===== config.mk =====
export PLATFORM = sky130hd
export DESIGN_NAME = pcm_rom_arbiter_flat
export DESIGN_NICKNAME = d
export VERILOG_FILES = /design/src/rtl/pcm_rom_arbiter_pkg.sv /design/src/rtl/pcm_rom_arbiter_if.sv /design/src/rtl/pcm_rom_arbiter_rr_arb.sv /design/src/rtl/pcm_rom_arbiter.sv /design/src/flat_wrapper.sv
export SDC_FILE = /design/constraint.sdc
export NUM_CORES = 1
export LEC_CHECK = 0
export ABC_CLOCK_PERIOD_IN_PS = 2200
export CAP_MARGIN = 40
export CORE_AREA = 2 2 89 91
export DETAILED_ROUTE_END_ITERATION = 8
export DIE_AREA = 0 0 91 93
export PLACE_DENSITY = 0.66
export SETUP_SLACK_MARGIN = 0.05
export SLEW_MARGIN = 25
export SYNTH_ARGS = -nofsm -noshare
export SYNTH_HDL_FRONTEND = slang
export SYNTH_SLANG_ARGS = --single-unit

===== constraint.sdc =====
create_clock -name CLK_68KCLKB -period 2.2 [get_ports CLK_68KCLKB]
set_input_delay 0.66 -clock CLK_68KCLKB [delete_from_list [all_inputs] [get_ports CLK_68KCLKB]]
set_output_delay 0.66 -clock CLK_68KCLKB [all_outputs]
set_load 0.01 [all_outputs]

===== src/rtl/pcm_rom_arbiter_pkg.sv =====
// Shared definitions for the PCM ROM arbiter: FSM states, port IDs and the
// default VROMB address offset.
package pcm_arb_pkg;

  typedef enum logic [1:0] {
    ST_IDLE    = 2'd0,
    ST_ACCESS  = 2'd1,
    ST_RECOVER = 2'd2
  } pcm_state_e;

  localparam logic PORT_RA = 1'b0;
  localparam logic PORT_PA = 1'b1;

  localparam logic [23:0] VROMB_BASE_DEFAULT = 24'h200000;

  localparam int unsigned CNT_W = 4;

endpackage


===== src/rtl/pcm_rom_arbiter_if.sv =====
// Bundle of the request/ack ports, the ROM bus and the status outputs.
//
// Handshake: a requester raises REQ (level) with ADDR stable and keeps it up
// until the arbiter leaves IDLE (BUSY rises). The arbiter answers with a
// single-cycle ACK, and DATA is valid from that cycle until the next ACK of
// the same port. A REQ still high when the arbiter is back in IDLE is taken
// as a fresh request, so holding REQ streams back-to-back accesses.
interface pcm_rom_arbiter_if;
  import pcm_arb_pkg::*;

  logic        MODE;
  logic        RA_REQ;
  logic [23:0] RA_ADDR;
  logic        RA_ACK;
  logic [7:0]  RA_DATA;
  logic        PA_REQ;
  logic [23:0] PA_ADDR;
  logic        PA_ACK;
  logic [7:0]  PA_DATA;
  logic [23:0] ROM_A;
  logic        ROM_nOE;
  logic [7:0]  ROM_D;
  logic        GRANT;
  logic        BUSY;
  pcm_state_e  DBG_STATE;

  modport slave (
    input  MODE, RA_REQ, RA_ADDR, PA_REQ, PA_ADDR, ROM_D,
    output RA_ACK, RA_DATA, PA_ACK, PA_DATA, ROM_A, ROM_nOE, GRANT, BUSY,
           DBG_STATE
  );

  modport master (
    output MODE, RA_REQ, RA_ADDR, PA_REQ, PA_ADDR, ROM_D,
    input  RA_ACK, RA_DATA, PA_ACK, PA_DATA, ROM_A, ROM_nOE, GRANT, BUSY,
           DBG_STATE
  );

endinterface


===== src/rtl/pcm_rom_arbiter_rr_arb.sv =====
// Two-way round-robin arbiter: with both requests pending, the port that
// did not win last time is chosen.
module pcm_rr_arb
  import pcm_arb_pkg::*;
(
  input  logic req_ra_i,
  input  logic req_pa_i,
  input  logic last_gnt_i,
  output logic gnt_valid_o,
  output logic gnt_id_o
);

  // Pick a winner from the current requests and the last grant
  always_comb begin
    gnt_valid_o = req_ra_i | req_pa_i;
    gnt_id_o    = PORT_RA;
    if (req_ra_i && req_pa_i) begin
      gnt_id_o = ~last_gnt_i;
    end else if (req_pa_i) begin
      gnt_id_o = PORT_PA;
    end
  end

endmodule


===== src/rtl/pcm_rom_arbiter.sv =====
// Arbitrates ADPCM-A and ADPCM-B sample reads onto a single ROM bus. One
// access is in flight at a time: IDLE -> ACCESS (WAIT_CYCLES+1 cycles with
// ROM_nOE low) -> RECOVER (one cycle) -> IDLE.
module pcm_rom_arbiter
  import pcm_arb_pkg::*;
#(
  parameter int unsigned WAIT_CYCLES = 2,
  parameter logic [23:0] VROMB_BASE  = VROMB_BASE_DEFAULT
) (
  input  logic               CLK_68KCLKB,
  input  logic               RESET,
  pcm_rom_arbiter_if.slave   bus
);

  localparam logic [CNT_W-1:0] WAIT_CNT = CNT_W'(WAIT_CYCLES);

  pcm_state_e       state_q;
  logic [CNT_W-1:0] cnt_q;
  logic [23:0]      rom_a_q;
  logic [23:0]      rom_a_d;
  logic             rom_noe_q;
  logic             grant_q;
  logic             ra_ack_q;
  logic             pa_ack_q;
  logic [7:0]       ra_data_q;
  logic [7:0]       pa_data_q;
  logic             gnt_valid;
  logic             gnt_id;

  pcm_rr_arb u_rr_arb (
    .req_ra_i    (bus.RA_REQ),
    .req_pa_i    (bus.PA_REQ),
    .last_gnt_i  (grant_q),
    .gnt_valid_o (gnt_valid),
    .gnt_id_o    (gnt_id)
  );

  // ROM address for the winning port; VROMB offset only for PA in split mode
  always_comb begin
    rom_a_d = bus.RA_ADDR;
    if (gnt_id == PORT_PA) begin
      rom_a_d = bus.MODE ? (bus.PA_ADDR | VROMB_BASE) : bus.PA_ADDR;
    end
  end

  // Access sequencer with registered ROM controls, ACK pulses and data
  always_ff @(posedge CLK_68KCLKB or posedge RESET) begin
    if (RESET) begin
      state_q   <= ST_IDLE;
      cnt_q     <= '0;
      rom_a_q   <= '0;
      rom_noe_q <= 1'b1;
      grant_q   <= PORT_PA;
      ra_ack_q  <= 1'b0;
      pa_ack_q  <= 1'b0;
      ra_data_q <= '0;
      pa_data_q <= '0;
    end else begin
      ra_ack_q <= 1'b0;
      pa_ack_q <= 1'b0;
      unique case (state_q)
        ST_IDLE: begin
          rom_noe_q <= 1'b1;
          if (gnt_valid) begin
            rom_a_q   <= rom_a_d;
            rom_noe_q <= 1'b0;
            cnt_q     <= WAIT_CNT;
            grant_q   <= gnt_id;
            state_q   <= ST_ACCESS;
          end
        end
        ST_ACCESS: begin
          if (cnt_q == '0) begin
            if (grant_q == PORT_RA) begin
              ra_data_q <= bus.ROM_D;
              ra_ack_q  <= 1'b1;
            end else begin
              pa_data_q <= bus.ROM_D;
              pa_ack_q  <= 1'b1;
            end
            rom_noe_q <= 1'b1;
            state_q   <= ST_RECOVER;
          end else begin
            cnt_q <= cnt_q - 1'b1;
          end
        end
        ST_RECOVER: begin
          rom_noe_q <= 1'b1;
          state_q   <= ST_IDLE;
        end
        default: begin
          rom_noe_q <= 1'b1;
          state_q   <= ST_IDLE;
        end
      endcase
    end
  end

  assign bus.ROM_A     = rom_a_q;
  assign bus.ROM_nOE   = rom_noe_q;
  assign bus.GRANT     = grant_q;
  assign bus.RA_ACK    = ra_ack_q;
  assign bus.PA_ACK    = pa_ack_q;
  assign bus.RA_DATA   = ra_data_q;
  assign bus.PA_DATA   = pa_data_q;
  assign bus.BUSY      = (state_q != ST_IDLE);
  assign bus.DBG_STATE = state_q;

endmodule


===== src/flat_wrapper.sv =====
// flat-port wrapper written by rule: the top's interface ports become plain ports
module pcm_rom_arbiter_flat import pcm_arb_pkg::*;
#(
  parameter int unsigned WAIT_CYCLES = 2,
  parameter logic [23:0] VROMB_BASE  = VROMB_BASE_DEFAULT
)
  (CLK_68KCLKB, RESET, bus_MODE, bus_RA_REQ, bus_RA_ADDR, bus_PA_REQ, bus_PA_ADDR, bus_ROM_D, bus_RA_ACK, bus_RA_DATA, bus_PA_ACK, bus_PA_DATA, bus_ROM_A, bus_ROM_nOE, bus_GRANT, bus_BUSY, bus_DBG_STATE);
  pcm_rom_arbiter_if bus_i ();
  input  logic CLK_68KCLKB;
  input  logic RESET;
  input wire logic [$bits(bus_i.MODE)-1:0] bus_MODE;
  input wire logic [$bits(bus_i.RA_REQ)-1:0] bus_RA_REQ;
  input wire logic [$bits(bus_i.RA_ADDR)-1:0] bus_RA_ADDR;
  input wire logic [$bits(bus_i.PA_REQ)-1:0] bus_PA_REQ;
  input wire logic [$bits(bus_i.PA_ADDR)-1:0] bus_PA_ADDR;
  input wire logic [$bits(bus_i.ROM_D)-1:0] bus_ROM_D;
  output wire logic [$bits(bus_i.RA_ACK)-1:0] bus_RA_ACK;
  output wire logic [$bits(bus_i.RA_DATA)-1:0] bus_RA_DATA;
  output wire logic [$bits(bus_i.PA_ACK)-1:0] bus_PA_ACK;
  output wire logic [$bits(bus_i.PA_DATA)-1:0] bus_PA_DATA;
  output wire logic [$bits(bus_i.ROM_A)-1:0] bus_ROM_A;
  output wire logic [$bits(bus_i.ROM_nOE)-1:0] bus_ROM_nOE;
  output wire logic [$bits(bus_i.GRANT)-1:0] bus_GRANT;
  output wire logic [$bits(bus_i.BUSY)-1:0] bus_BUSY;
  output wire logic [$bits(bus_i.DBG_STATE)-1:0] bus_DBG_STATE;
  assign bus_i.MODE = bus_MODE;
  assign bus_i.RA_REQ = bus_RA_REQ;
  assign bus_i.RA_ADDR = bus_RA_ADDR;
  assign bus_i.PA_REQ = bus_PA_REQ;
  assign bus_i.PA_ADDR = bus_PA_ADDR;
  assign bus_i.ROM_D = bus_ROM_D;
  assign bus_RA_ACK = bus_i.RA_ACK;
  assign bus_RA_DATA = bus_i.RA_DATA;
  assign bus_PA_ACK = bus_i.PA_ACK;
  assign bus_PA_DATA = bus_i.PA_DATA;
  assign bus_ROM_A = bus_i.ROM_A;
  assign bus_ROM_nOE = bus_i.ROM_nOE;
  assign bus_GRANT = bus_i.GRANT;
  assign bus_BUSY = bus_i.BUSY;
  assign bus_DBG_STATE = bus_i.DBG_STATE;
  pcm_rom_arbiter #(.WAIT_CYCLES(WAIT_CYCLES), .VROMB_BASE(VROMB_BASE)) u_core (.CLK_68KCLKB(CLK_68KCLKB), .RESET(RESET), .bus(bus_i));
endmodule

==> results.md <==
* Number of enable flip-flop cells after synthesis at 0
* Relative contribution of combinational cells to total power at 48.7%
* Initial DRC Count at 52
* Maximum fanout count along the critical path at 2
* Worst-Margin Slew at 0.374 ns
* Share of total power in sequential cells at 34.6%
* Final max-slew violation count at 0
* Post-route DRC violation count at 0
* Antenna viol nets, final at 0
* Worst Clk Skew at 0.00324 ns
* Net switching power of the design at 1520 uW
* Data arrival time at the worst-slack endpoint at 1.39 ns
* Final Hold Vio Count at 0
* Pin count of the biggest net entering global routing at 29
* Tmin final at 2.05 ns
* Maximum level of the CTS H-tree at 2
* Combined flip-flop and latch cell area at 1250 um^2
* Slack of the critical path at 0.150 ns
* Count of buffers inserted at the top-level ports at 107
* Vert. Die Dim at 93 um
* HP Class: register to register
* Unrepaired setup endpoints after global routing: false
* Number of distinct library cells after synthesis at 30
* Nets at 358
* Starting density of the core at 29.4%
* Top-count cell post-synth: o21ai_0
* Family with the most delay on the worst path: flip-flops
* Longest individual stage delay on the worst path at 0.56 ns
* GRT met3 Usage at 4.67%
* Share of the yosys chip area belonging to registers at 56.6%
* Number of core rows at 32
* Buf/Inv on CP at 1
* Clk network pwr share at 16.7%
* DIE AREA at 8460 um^2
* Hold slack at 0.500 ns
* Internal Dissipation at 3150 uW
* Area added between synthesis and finish at 63.6%
* Count of filler cells inserted in the layout at 744
* Met2 Use GR at 22.6%
* Clock latency at the later pin of the worst-skew pair at 0.30 ns
* Post-Syn Area per Cell at 12.1 um^2
* Cell types with the highest counts after synthesis: o21ai_0, dfrtp_1, mux2i_1
* Core utilization of the finished layout at 48.2%
* Pre-CTS WS at 0.129 ns
* Wire length of the first global-routing pass at 9.24 mm
* Number of global-route vias before repair at 1883
* Die width at 91 um
* Fraction of synthesized cell area taken by the top area cell type at 54.2%
* Post-DP HPWL at 4.41 mm
* Sw Ratio at 32.5%
* Finish-stage setup viols at 0
* CTS tree: done
* Async set-reset flop share out of synthesis at 100%
* Worst path required time at 1.54 ns
* Max-cap viol count at 0
* Post-synth design cell area at 2220 um^2
* Post-synthesis cell count at 183
* Met1 track demand over resource in global routing at 17.2%
* Chain of cells forming the critical path: clkdlybuf4s50_1
* Outcome: complete, no violations
* Number of ports placed on the die boundary at 108
* Sink Count at 50
* Number of detailed-route iterations in the first pass at 4
* Critical path startpoint category: register
* Routability congestion estimate at 0.829
* Worst-case vdd ir drop at 0.421 mV
* Share of the clock period used by the worst path after layout at 93.2%
* Most instantiated flip-flop cell in the synthesis netlist: dfrtp_1
* Diodes inserted at 0
* Proportion of layout cells with a drive suffix above 1 at 15.5%
* GRT Util Overall at 13.7%
* Vias per inst at 4.57
* Setup Total Neg Slack at 0 ns
* Net count after synthesis at 245
* YS warnings at 0
* Type of destination of the critical path: output port
* Total number of vias at 1824
* Area occupied by multi-input gates at 888 um^2
* Post-CTS clock slew at the launch and capture registers of the worst setup and hold paths at 0.09 ns
* Library cell occupying the most area in the post-synthesis netlist: dfrtp_1
* Relative slew margins at 75.1%
* Largest cells by area after synthesis: dfrtp_1, o21ai_0, mux2i_1, mux2_2, dfstp_2
* Total clock buffers created by CTS at 5
* Routed length per placed instance at 14.1 um
* Critical-path top delay cell: dfstp_2
* Areal power density over the cells at 1290 nW/um^2
* Synth Register Bits at 50
* Power Total at 4670 uW
* Most used routing layer in global routing: met2
* Master cell of the clock root buffer: clkbuf_8
* Antenna violations before repair at 0
* Routed wire length at 5.64 mm
* Static leakage power at 0.00150 uW
* FMAX at 488 MHz
* Start-to-end type of the worst setup path: register to output port
* Number of buffers on the longest clock path at 2
* Remaining global-route overflow at 0
* Core region area at 7530 um^2
==> cells in the final DEF (no fill, tap or decap), types with 2 or more instances in the layout <==
master and instances:
mux2_2 17, buf_4 8, dfrtp_1 48, o21ai_0 49, mux2i_1 24, bufinv_16 2
or2_1 2, nor3b_1 2, o31ai_1 2, clkbuf_8 6, buf_12 3, clkdlybuf4s50_1 106
inv_1 5, nor2_1 2, dfstp_2 2
==> timing repair <==
item	in CTS	in global routing
buffers inserted	0	0
setup endpoints to repair	1	0
hold buffers	0	0
gates resized for setup	1	0
hold endpoints to repair	0	0
==> path summary, 6_finish.rpt <==
path,startpoint,end,slack [ns],depth (start not counted)
max reg2reg,u_core.cnt_q[0],u_core.bus.RA_DATA[5],0.37,6
min,u_core.cnt_q[0],u_core.cnt_q[0],0.50,1
min in group asynchronous,RESET,u_core.bus.ROM_A[18],0.64,2
max in group asynchronous,RESET,u_core.bus.RA_DATA[5],1.06,3
min reg2reg,u_core.cnt_q[0],u_core.cnt_q[0],0.50,1
max,u_core.bus.GRANT,bus_GRANT,0.15,1
==> logic make-up after synthesis <==
kind of cell,share of synthesized area (%)
flops,56.6
mux,19.5
buf+inv,3.95
simple gates,5.76
fa+ha+maj,0.565
compound gates,13.7
==> metrics by stage <==
step                      cells  instance area [um^2]
after global placement      391                  3480
after detailed placement    391                  3480
after global routing        399                  3620
after CTS                   399                  3620
after floorplan             183                  2220
final                       399                  3620
==> layout make-up <==
| type | count | area share [%] |
|---|---|---|
| sequential | 50 | 34.6 |
| timing repair buffer | 118 | 32.8 |
| multi-input combinational | 115 | 24.5 |
| tap | 102 | 3.52 |
| clock buffer | 6 | 2.28 |
| clock inverter | 2 | 1.66 |
| inverter | 6 | 0.621 |
==> routing by layer <==
| metal | part of all wire, % | up-vias | routed length (um) |
|---|---|---|---|
| met2 | 49 | 70 | 2740 |
| met3 | 7.9 | 6 | 444 |
| met5 | 0 | - | 0 |
| li1 | - | 881 | - |
| met4 | 0.87 | 0 | 49 |
| met1 | 43 | 867 | 2400 |
==> power groups by stage <==
stage	combinational (uW)	clock (uW)	sequential (uW)
global route	2490	834	1680
floorplan	886	0	1820
detailed placement	2320	0	1640
global placement	2280	0	1620
finish	2270	781	1620
CTS	2320	806	1620
==> sequential cells by signal, indices dropped and copies added (netlist names) <==
name                  flops
u_core.bus.RA_ACK         1
u_core.cnt_q              4
u_core.bus.GRANT          1
u_core.bus.RA_DATA        8
u_core.bus.PA_DATA        8
u_core.bus.ROM_nOE        1
u_core.bus.ROM_A         24
u_core.bus.PA_ACK         1
u_core.bus.DBG_STATE      2
No activity file was read; power rests on OpenSTA's default activity.
==> patch 1, RTL diff (same flow settings) <==
The package constant `CNT_W` goes from 4 to 3.
--- a/src/rtl/pcm_rom_arbiter_pkg.sv
+++ b/src/rtl/pcm_rom_arbiter_pkg.sv
@@ -14,5 +14,5 @@
   localparam logic [23:0] VROMB_BASE_DEFAULT = 24'h200000;
 
-  localparam int unsigned CNT_W = 4;
+  localparam int unsigned CNT_W = 3;
 
 endpackage
Function: same outputs for any inputs over 10 cycles, from zero or initial values and one cycle with RESET high; that may be too few to reach the edited logic, so the function may still have changed.
==> patch 1 against the original RTL <==
Area after synthesis decreased by 0.90%. Maximum frequency decreased by 1.6%. Total power decreased by 5.1%. Combinational power about the same. Hold slack got worse by 0.0098 ns. Sequential cell count decreased by 1. Wire length increased by 3.2%. Die area unchanged. Final area decreased by 2.6%. Worst setup slack got worse by 0.033 ns. Critical path depth unchanged. Critical path type unchanged.
==> patch 1: results (changes against the original RTL) <==
* HP Class: reg2reg
* Hold Slack at 0.490 ns (-0.00976 ns)
* Net Sw Frac at 0.339 (+0.0139)
* Post-synthesis sequential area ratio at 0.560 (-0.00624)
* Top cells by area, synth: dfrtp_1, mux2i_1, o21ai_0, mux2_4, o21ai_1
* Synth Area in Adders at 0.0114 (+0.00575)
* Leakage power at 0.00146 uW (-2.3%)
* Worst reg-to-reg setup slack at 0.45 ns (+0.08 ns)
* Final #Nets at 350 (-2.2%)
* Fillers at 732 (-1.6%)
* Initial antenna violation count at 0 (unchanged)
* Post-synthesis compound-gate area fraction at 0.136 (-0.000464)
* Share of layout cells above drive strength 1 at 0.142 (-0.0125)
* Drt total wl at 5820 um (+3.2%)
* Placed inst area at 3420 um^2 (-1.8%)
* Root buffer cell: clkbuf_8
* DP Worst Slack at 0.0240 ns (-0.105 ns)
* First-pass GRT wire length at 9390 um (+1.6%)
* Status: completed
* Vias/cell at 4.57 (about the same)
* GP Congestion at 0.685 (-17%)
* Clock Skew at 0.0132 ns (+0.0100 ns)
* Synth cell types at 31 (+3.3%)
* Starting DRT DRC Count at 62 (+19%)
* Mux contribution to synthesized area at 0.210 (+0.0155)
* Vias in the first global route at 1,886 (+0.16%)
* Overall Global Routing Usage at 0.139 (+0.00257)
* Slowest stage delay, CP at 0.56 ns (about the same)
* Pre-antenna DRT Iters at 4 (unchanged)
* Peak supply drop at 0.000591 V (+40%)
* Synth cell count leaders: dfrtp_1, o21ai_0, mux2i_1
* Worst slew pin tran at 0.375 ns (+0.00102 ns)
* Dpl hpwl at 4070 um (-7.6%)
* Largest net degree at the start of global routing at 50 (+72%)
* Net Count, Synth at 240 (-2.0%)
* CP arrival at 1.42 ns (+0.03 ns)
* Minimum clock period at 2.08 ns (+0.0329 ns)
## patch 1: cell count changes after synthesis, sizes merged, moves of 2 or more
cell / change
nor2b: +3
or2: -3
buf: -2
nand2: +2
## patch 1: metal layers
layer  track usage  part of all wire
met5             0                 0
met4        0.0303            0.0055
met3        0.0516             0.082
met2         0.226              0.47
met1         0.178              0.44
## patch 1: cell type report
type	count	area, um^2	area share
well taps	102	128	0.0362
inverters	6	22.5	0.00638
multi-input cells	112	902	0.256
repair buffers	113	1150	0.326
flip-flops and latches	49	1230	0.348
clock inverters	2	13.8	0.00390
clock buffers	6	82.6	0.0234
## patch 1: through the flow
| step | std cells | total power (uW) |
|---|---|---|
| floorplan | 177 | 2660 |
| global placement | 381 | 3850 |
| detailed placement | 381 | 3900 |
| CTS | 390 | 4500 |
| global route | 390 | 4740 |
| finish | 390 | 4430 |
## patch 1: power by group through the flow
stage               sequential, uW  clock (uW)  combinational (uW)
floorplan                     1790           0                 874
global placement              1610           0                2230
detailed placement            1630           0                2270
CTS                           1600         589                2310
global route                  1660         627                2450
finish                        1600         566                2270
## patch 1: what timing repair did
action / in CTS / in global routing
setup endpoints to repair: 2 / 0
setup buffers: 1 / 0
resized for setup: 2 / 0
## patch 1: final timing paths
kind	startpoint	depth (start not counted)	to
setup / recovery	u_core.bus.GRANT	1	bus_GRANT
hold / removal	u_core.cnt_q[1]	1	u_core.cnt_q[1]
setup reg to reg	u_core.cnt_q[0]	5	u_core.bus.RA_DATA[1]
hold reg to reg	u_core.cnt_q[1]	1	u_core.cnt_q[1]
max in group asynchronous	RESET	3	u_core.bus.ROM_nOE
min in group asynchronous	RESET	3	u_core.bus.ROM_A[18]
==> patch 2, RTL diff (same flow settings) <==
Without the edit above. Reset style: synchronous (`RESET`), changed in one clocked block.
--- a/src/rtl/pcm_rom_arbiter.sv
+++ b/src/rtl/pcm_rom_arbiter.sv
@@ -45,5 +45,5 @@
 
   // Access sequencer with registered ROM controls, ACK pulses and data
-  always_ff @(posedge CLK_68KCLKB or posedge RESET) begin
+  always_ff @(posedge CLK_68KCLKB) begin
     if (RESET) begin
       state_q   <= ST_IDLE;
Formal check against the unedited RTL: differs if RESET is asserted again (counterexample within 4 cycles, from zero or initial values and one cycle with RESET high); with RESET held inactive, the same outputs for 10 cycles.
==> patch 2 against the original RTL <==
Wire length up 4.2%. Worst setup slack worse by 0.044 ns. Die area unchanged. Sequential share of layout area down 5.9 points. Critical path depth unchanged. Register-to-register slack better by 0.08 ns. Non-clock buffer count unchanged. Sequential cell count unchanged. First-iteration DRC count down 50%. Area after synthesis down 2.9%. Final area down 3.5%. Count of clock-buffer cells in the layout up 1. Critical endpoint unchanged.
Power is not compared: it rests on default switching activity, and its combinational part moved more than twofold at a synthesized area within 25%.
==> patch 2: results (changes against the original RTL) <==
* WHS Path Cells at 2 (+1)
* Reg-to-Reg End: u_core.bus.RA_DATA[7]
* First-pass GRT wire length at 9650 um (+4.5%)
* Status: completed
* Worst r2r src: u_core.cnt_q[0]
* Routed wire length per instance at 13.6 um (-3.8%)
* Worst reg-to-reg setup slack at 0.45 ns (+0.08 ns)
* Slowest stage delay, CP at 0.61 ns (+0.05 ns)
* Vias in the first global route at 2,061 (+9.5%)
* Final #Nets at 393 (+9.8%)
* Placed inst area at 3420 um^2 (-1.8%)
* Min-Delay Endpoint: u_core.bus.RA_DATA[1]
* Worst path slowest cell: clkdlybuf4s50_1
* Top cells by area, synth: dfxtp_1, mux2i_1, a211oi_1, a21oi_1, nand2_1
* Clock Pin Slew Worst Setup and Hold Paths at about 0.08 ns
* Starting DRT DRC Count at 26 (-50%)
* Critical Path Start: u_core.bus.GRANT
* CP delay by family, top: buffers and inverters
* # Post-CTS Setup Buffers at 0 (unchanged)
* Net Count, Synth at 288 (+18%)
* Critical path peak fanout at 7 (+5)
* Overall Global Routing Usage at 0.139 (+0.00278)
* Dpl hpwl at 4370 um (-0.97%)
* Synth warn at 0 (unchanged)
* Synth cell types at 34 (+13%)
* Mean Syn Cell Area at 9.56 um^2 (-21%)
* Worst slew pin tran at 0.548 ns (+0.174 ns)
* DP Worst Slack at 0.107 ns (-0.0219 ns)
* Number of cells on the worst reg-to-reg path at 6 (unchanged)
* Root buffer cell: clkbuf_8
* CP arrival at 1.43 ns (+0.04 ns)
* Predominant post-synthesis flop cell: dfxtp_1
* Synth async-reset ratio at 0 (-1.00)
* Diodes inserted at 0 (unchanged)
* Hold Slack at 0.459 ns (-0.0404 ns)
* Routed via count at 2,045 (+12%)
* Cts repair resizes at 0 (-1)
* Vias/cell at 4.73 (+3.6%)
* Share of layout cells above drive strength 1 at 0.0697 (-0.0852)
* Hold_sp: u_core.bus.RA_DATA[1]
* Synth cell count leaders: dfxtp_1, mux2i_1, nand2_1
==> patch 2: cell types whose count changed after synthesis, moves of 4 or more <==
cell and delta:
dfxtp_1 +50, mux2_2 -17, clkbuf_1 +8, dfrtp_1 -48, o21ai_0 -47, a21oi_1 +23, mux2i_1 +15, nand2_1 +26
nor2_1 +4, a211oi_1 +24
==> patch 2: cells by family after synthesis <==
logic type	Yosys count	synth area share
adders and majority gates	2	0.0116
muxes	39	0.181
and+or+nand+nor	50	0.112
DFF	50	0.465
AOI/OAI and AO/OA	59	0.179
buffers and inverters	25	0.0512
==> patch 2: cell type report <==
cell class | instances | area [um^2]
flip-flops and latches | 50 | 1000
inverters | 5 | 18.8
fillers | 756 | 4030
well taps | 102 | 128
repair buffers | 118 | 1220
clock buffers | 7 | 76.3
multi-input cells | 150 | 1060
==> patch 2: per-layer routing <==
metal  track usage  vias up  share of wire
met5             0        -              0
met4        0.0492        0          0.017
met3        0.0475        7          0.091
met2         0.233       90           0.45
met1         0.167      926           0.44
li1              -     1022              -
